===== src/rtl/alu_arbiter.sv =====
// Two-requester front end for the shared MIPS ALU: arbitration, operand register, tagged response.
// Optional macro ALU_ARB_FIXED_PRIO_EN selects fixed priority (requester 0 wins) instead of round-robin.
module alu_arbiter #(
    parameter int DW = 32,
    parameter int FW = 3
) (
    input  logic          clk,
    input  logic          rst_n,
    input  logic          req0_valid,
    output logic          req0_ready,
    input  logic [31:0]   req0_instr,
    input  logic [DW-1:0] req0_a,
    input  logic [DW-1:0] req0_b,
    input  logic          req1_valid,
    output logic          req1_ready,
    input  logic [31:0]   req1_instr,
    input  logic [DW-1:0] req1_a,
    input  logic [DW-1:0] req1_b,
    output logic [31:0]   alu_instr,
    output logic [DW-1:0] alu_a,
    output logic [DW-1:0] alu_b,
    input  logic [DW-1:0] alu_result,
    input  logic [FW-1:0] alu_flags,
    output logic          rsp_valid,
    input  logic          rsp_ready,
    output logic          rsp_id,
    output logic [DW-1:0] rsp_result,
    output logic [FW-1:0] rsp_flags,
    output logic          busy
);

    typedef enum logic [1:0] {
        S_IDLE = 2'd0,
        S_EXEC = 2'd1,
        S_RESP = 2'd2
    } state_e;

    state_e        state_q, state_d;
    logic [31:0]   alu_instr_q, alu_instr_d;
    logic [DW-1:0] alu_a_q, alu_a_d;
    logic [DW-1:0] alu_b_q, alu_b_d;
    logic          grant_id_q, grant_id_d;
    logic          rsp_valid_q, rsp_valid_d;
    logic          rsp_id_q, rsp_id_d;
    logic [DW-1:0] rsp_result_q, rsp_result_d;
    logic [FW-1:0] rsp_flags_q, rsp_flags_d;
    logic          busy_q, busy_d;
`ifndef ALU_ARB_FIXED_PRIO_EN
    logic          last_grant_q, last_grant_d;
`endif

    logic can_accept_s;
    logic win_id_s;
    logic accept_s;

    // Winner selection and accept qualification; rst_n gates the readies during reset.
    always_comb begin
        case (state_q)
            S_IDLE:  can_accept_s = 1'b1;
            S_RESP:  can_accept_s = rsp_ready;
            default: can_accept_s = 1'b0;
        endcase
`ifdef ALU_ARB_FIXED_PRIO_EN
        win_id_s = ~req0_valid;
`else
        if (req0_valid && req1_valid) begin
            win_id_s = ~last_grant_q;
        end else begin
            win_id_s = req1_valid;
        end
`endif
        accept_s = can_accept_s & (req0_valid | req1_valid) & rst_n;
    end

    assign req0_ready = accept_s & ~win_id_s;
    assign req1_ready = accept_s & win_id_s;

    // Next-state and datapath register updates.
    always_comb begin
        state_d      = state_q;
        alu_instr_d  = alu_instr_q;
        alu_a_d      = alu_a_q;
        alu_b_d      = alu_b_q;
        grant_id_d   = grant_id_q;
        rsp_valid_d  = rsp_valid_q;
        rsp_id_d     = rsp_id_q;
        rsp_result_d = rsp_result_q;
        rsp_flags_d  = rsp_flags_q;
`ifndef ALU_ARB_FIXED_PRIO_EN
        last_grant_d = last_grant_q;
`endif
        case (state_q)
            S_IDLE: begin
                if (accept_s) begin
                    state_d = S_EXEC;
                end else begin
                    state_d = S_IDLE;
                end
            end
            S_EXEC: begin
                rsp_valid_d  = 1'b1;
                rsp_id_d     = grant_id_q;
                rsp_result_d = alu_result;
                rsp_flags_d  = alu_flags;
                state_d      = S_RESP;
            end
            S_RESP: begin
                if (rsp_ready) begin
                    rsp_valid_d = 1'b0;
                    state_d     = accept_s ? S_EXEC : S_IDLE;
                end else begin
                    state_d = S_RESP;
                end
            end
            default: begin
                state_d     = S_IDLE;
                rsp_valid_d = 1'b0;
            end
        endcase
        // Operands are only overwritten by a new accept; they are never cleared while idle.
        if (accept_s) begin
            alu_instr_d  = win_id_s ? req1_instr : req0_instr;
            alu_a_d      = win_id_s ? req1_a : req0_a;
            alu_b_d      = win_id_s ? req1_b : req0_b;
            grant_id_d   = win_id_s;
`ifndef ALU_ARB_FIXED_PRIO_EN
            last_grant_d = win_id_s;
`endif
        end else begin
            grant_id_d = grant_id_q;
        end
        busy_d = (state_d != S_IDLE);
    end

    // State and output registers.
    always_ff @(posedge clk or negedge rst_n) begin
        if (!rst_n) begin
            state_q      <= S_IDLE;
            alu_instr_q  <= 32'h0;
            alu_a_q      <= {DW{1'b0}};
            alu_b_q      <= {DW{1'b0}};
            grant_id_q   <= 1'b0;
            rsp_valid_q  <= 1'b0;
            rsp_id_q     <= 1'b0;
            rsp_result_q <= {DW{1'b0}};
            rsp_flags_q  <= {FW{1'b0}};
            busy_q       <= 1'b0;
`ifndef ALU_ARB_FIXED_PRIO_EN
            last_grant_q <= 1'b1;
`endif
        end else begin
            state_q      <= state_d;
            alu_instr_q  <= alu_instr_d;
            alu_a_q      <= alu_a_d;
            alu_b_q      <= alu_b_d;
            grant_id_q   <= grant_id_d;
            rsp_valid_q  <= rsp_valid_d;
            rsp_id_q     <= rsp_id_d;
            rsp_result_q <= rsp_result_d;
            rsp_flags_q  <= rsp_flags_d;
            busy_q       <= busy_d;
`ifndef ALU_ARB_FIXED_PRIO_EN
            last_grant_q <= last_grant_d;
`endif
        end
    end

    assign alu_instr  = alu_instr_q;
    assign alu_a      = alu_a_q;
    assign alu_b      = alu_b_q;
    assign rsp_valid  = rsp_valid_q;
    assign rsp_id     = rsp_id_q;
    assign rsp_result = rsp_result_q;
    assign rsp_flags  = rsp_flags_q;
    assign busy       = busy_q;

endmodule


===== config.mk =====
export PLATFORM = sky130hd
export DESIGN_NAME = alu_arbiter
export DESIGN_NICKNAME = d
export VERILOG_FILES = /design/src/rtl/alu_arbiter.sv
export SDC_FILE = /design/constraint.sdc
export NUM_CORES = 1
export LEC_CHECK = 0
export CAP_MARGIN = 20
export CORE_AREA = 2 2 141 143
export DETAILED_ROUTE_END_ITERATION = 8
export DIE_AREA = 0 0 143 145
export HOLD_SLACK_MARGIN = 0.05
export PLACE_DENSITY = 0.69
export SETUP_SLACK_MARGIN = 0.05
export SLEW_MARGIN = 20
export SYNTH_ARGS = -nofsm -noshare
export SYNTH_HDL_FRONTEND = slang
export SYNTH_SLANG_ARGS = --single-unit
export TNS_END_PERCENT = 5

===== constraint.sdc =====
create_clock -name clk -period 2.9 [get_ports clk]
set_input_delay 0.29 -clock clk [delete_from_list [all_inputs] [get_ports clk]]
set_output_delay 0.29 -clock clk [all_outputs]
set_load 0.05 [all_outputs]

======== Word level (Yosys, flattened, before mapping) ========
Cells that the tools add are included.
storage, ports and cells
  bits in registers ....................... 138
  output and inout bits ................... 136
  input bits .............................. 232
operators by class
  mux-type cells .......................... 10
  reductions and logical operators ........ 4
  bitwise gates (word level) .............. 8
  equal/unequal tests ..................... 3
operators by type and width
  operator              number
  $mux W32              3
  $pmux W2 S3           1
  $and A1 B1 Y1         4
  $mux W1               3
  $not A1 Y1            3
  $pmux W1 S3           1
  $eq A2 B1 Y1 const B  1
  $eq A2 B2 Y1 const B  1
  $logic_not A2 Y1      1
  $mux W2               1
  $ne A2 B2 Y1 const B  1
  $pmux W1 S2           1
  $reduce_and A2 Y1     1
  $reduce_bool A2 Y1    1
  $logic_and A1 B1 Y1   1
  $or A1 B1 Y1          1

======== Depth between registers and ports, before layout ========
  word-level depth ........................ 8
  gate-level depth with buffers ........... 6
  gate-level depth less buffers ........... 3

======== Worst setup path before layout ========
OpenSTA, ideal clock, no wires.
  path kind ............................... register to output
  from .................................... reg last_grant_q
  to ...................................... out req1_ready
  arrival ................................. 2.430 ns
  setup slack ............................. 0.180 ns
  cell stages (with the launch flop) ...... 6
  path through ............................ dfstp_2 > a21bo_1 > buf_2 > buf_4 > buf_4 > nor4_1
on the way
  word-level cells in the longest chain between the ends .. 3
RTL lines
  item                    RTL line  RTL
  from (decl)             49        logic last_grant_q, last_grant_d;
  from (signal assigned)  163       last_grant_q <= last_grant_d;
  $not A1 Y1              67        win_id_s = ~last_grant_q;
  $mux W1                 66        if (req0_valid && req1_valid) begin
  $and A1 B1 Y1           76        assign req1_ready = accept_s & win_id_s;
  to (decl)               15        output logic req1_ready,
No other way between the ends.

======== Worst setup path in the final report ========
  from .................................... in req1_valid
  to ...................................... out req1_ready
on the way
  word-level cells in the longest chain between the ends .. 4
  elaborated cells between the ends (all ways) .. 6
  classes of those cells .................. mux: 1; bitwise: 4; reduce/logical: 1
RTL lines
  item                         RTL line  RTL
  from (decl)                  14        input logic req1_valid,
  $or A1 B1 Y1                 72        accept_s = can_accept_s & (req0_valid | req1_valid) & rst_n;
  $and A1 B1 Y1 (2 in series)  72
  $and A1 B1 Y1 *              76
Every way passes the cells marked *; elsewhere a longest branch is shown, timed or not.

==> run metrics <==
run status complete, but fails checks; violated checks hold timing; clock skew ~0.012 ns; Mean Syn Cell Area 13.53 sq um; routed len/inst 20.28 microns; CORE AREA between 0.015 and 0.02 sq mm; Clock Tree Root clkbuf_16; PwrDens roughly 950 mW/mm^2; Skew-Pair Late Insertion Delay approximately 0.42 ns; Crit-path slowest cell clkdlybuf4s50_1; max-cap violations 0; Area contributors post-synth dfrtp_1 57%, a2bb2oi_1 14%, o32ai_1 14%; Area Growth Syn to Fin 75.35%; Worst Tran Pin Value roughly 0.85 ns; Final Hold Violating Endpoints 14; CP startpoint kind input pin; Syn Inst Count ~440; RSZ-0062 raised after global routing false; Antenna Violating Nets Remaining 0; Total Power ~10 mW; Synth cell types 25; relative slew slack 0.4350; initial DRC count roughly 240; Worst VDD drop between 600 and 700 uV; Top FF cell, synth dfrtp_1; min Tclk post-route 2.093 ns; Syn Nets 674; num rows 51; first-pass GRT wire length roughly 33 mm; Final Net Count just over 1k; Die Y between 100 and 150 microns; die area 0.02074 sq mm; n_diodes 0; Total GRT Usage 0.2030; layout cell share with drive strength beyond 1 0.1122; crit end category output pin; First-pass DRT Iterations 4; I/O Pins 368; worst hold margin -0.03813 ns; postcts setup bufs 0; Post-Syn Area between 0.005 and 0.006 sq mm; Worst Setup Path Type input pin to output pin; sequential area share after synthesis 0.5777; ys async rst share 1.000; Total Routed Length roughly 21 mm; CTS H-tree lvls 4; CTS sink count ~140; vias post-DR ~5.6k; R2R Setup Slk 1.00 ns; drt via density 5.283; Port Buffer Count between 300 and 400; Final Core Density 0.5459; Cell Count, Final, Fillers Out 1058; maximum clock rate between 400 and 500 MHz; Chip Width 143 microns; Static Leakage approximately 4.0 nW; Yosys warning total 0; initial antenna violation count 0; cts repair resizes 0; Reg clk slew, reported paths roughly 0.06 ns; DRC 0; Yosys top cell area share 0.5733; synthesized flop and latch total around 140; Critical Path RT roughly 2.6 ns; Max FO, Critical Path 22; placed cells about 1.0k; post-DP HPWL between 10 and 15 mm; Worst Path Arrival roughly 1.8 ns; Starting Density 0.3113; # fillers ~1.6k; Final Slew Violations 0; CTS tree built; vias in the first global route around 6k; crit share post-route 0.7218; critical path, cell by cell clkdlybuf4s50_1, a21bo_4, nor4_1, buf_12; gpl congestion 0.8514; largest buffer count on any clock path 2; grt ovf 0; largest net degree at the start of global routing 139; number of synthesized flops with an enable pin 0; TNS Setup 0 ns; CP peak stage delay about 0.52 ns; CTS hold repair buffers 0; Final Setup Violations 0; total CTS buffers 17; hold crit path type input pin to asynchronous set/reset pin; top cell type by total area after synthesis dfrtp_1
[area by class of cell]
type | count | area (sq um) | share of cell area
Sequential cell | 138 | 3455 | 0.3295
Clock buffer | 18 | 429.2 | 0.04093
Timing Repair Buffer | 376 | 3812 | 0.3636
Clock inverter | 14 | 195.2 | 0.01862
Multi-Input combinational cell | 246 | 2258 | 0.2154
Tap cell | 265 | 331.6 | 0.03162
Inverter | 1 | 3.754 | 0.0003580
[cell usage in the layout (no fill, tap or decap), types with 2 or more instances in the layout]
| master | netlist | final |
|---|---|---|
| a2bb2oi_1 | 96 | 96 |
| buf_12 | 0 | 6 |
| buf_4 | 12 | 5 |
| bufinv_16 | 0 | 4 |
| clkbuf_16 | 0 | 17 |
| clkdlybuf4s50_1 | 0 | 364 |
| clkinv_2 | 0 | 2 |
| clkinv_4 | 0 | 2 |
| clkinvlp_4 | 0 | 4 |
| dfrtp_1 | 137 | 137 |
| inv_6 | 0 | 2 |
| mux2_1 | 2 | 2 |
| mux2_2 | 36 | 36 |
| nor2_1 | 2 | 2 |
| nor2b_4 | 0 | 2 |
| nor4_1 | 2 | 2 |
| o32ai_1 | 96 | 96 |
[worst max-delay path, delay by kind of cell]
kind,cells,cell delay [ns]
buf+inv,2,0.73
compound gates,1,0.35
simple gates,1,0.43
[state kept, by name (all words and copies together), names as in the netlist]
signal / cells
alu_b: 32
state_q: 2
rsp_id: 1
alu_instr: 32
busy: 1
rsp_flags: 3
rsp_result: 32
rsp_valid: 1
alu_a: 32
last_grant_q: 1
grant_id_q: 1
[routing by layer]
layer  vias to the layer above  global-route usage  share of wire
met1                      2795              0.2389           0.39
met5                         -                   0              0
li1                       2503                   -              -
met3                        42             0.06502          0.078
met4                         0             0.07624          0.029
met2                       249              0.3433           0.50
[synthesized netlist by cell type (2+ instances only)]
cell type,count
buf_4,12
mux2_1,2
nor2b_1,2
o32ai_1,96
nor2_1,2
dfrtp_1,137
buf_2,23
clkbuf_1,18
buf_1,3
mux2_2,36
a2bb2oi_1,96
nor4_1,2
[report_power, final]
part	switching, mW	leakage [nW]	total, mW	internal [mW]
Combinational	2.96	2.15	4.78	1.83
Sequential	0.337	1.53	2.84	2.51
Clock	0.845	0.293	2.29	1.44
[worst paths after layout]
path,startpoint,to,cells past startpoint
worst max-delay path,req1_valid,req1_ready,4
worst min-delay path,rst_n,alu_instr[6],2
worst max register to register,last_grant_q,alu_a[15],4
worst min register to register,grant_id_q,grant_id_q,1
max in group asynchronous,rst_n,alu_a[18],2
min in group clk,rst_n,alu_instr[27],4
[logic make-up after synthesis]
group                  after synthesis  synth area share
AOI/OAI and AO/OA                  197            0.2875
buffers and inverters               58           0.05001
and+or+nand+nor                     11           0.01318
muxes                               38           0.07156
DFF                                138            0.5777
[metrics by stage]
stage               cell area (sq um)  hold WS, ns  worst slack (ns)
CTS                             10490      0.09752            0.7369
global placement                 9861       0.4620            0.7991
floorplan                        5979    -0.005591            0.1800
global route                    10490      0.09442            0.6483
detailed placement               9861       0.4801            0.7095
finish                          10490     -0.03813            0.8069
(Power assumes the default switching activity.)
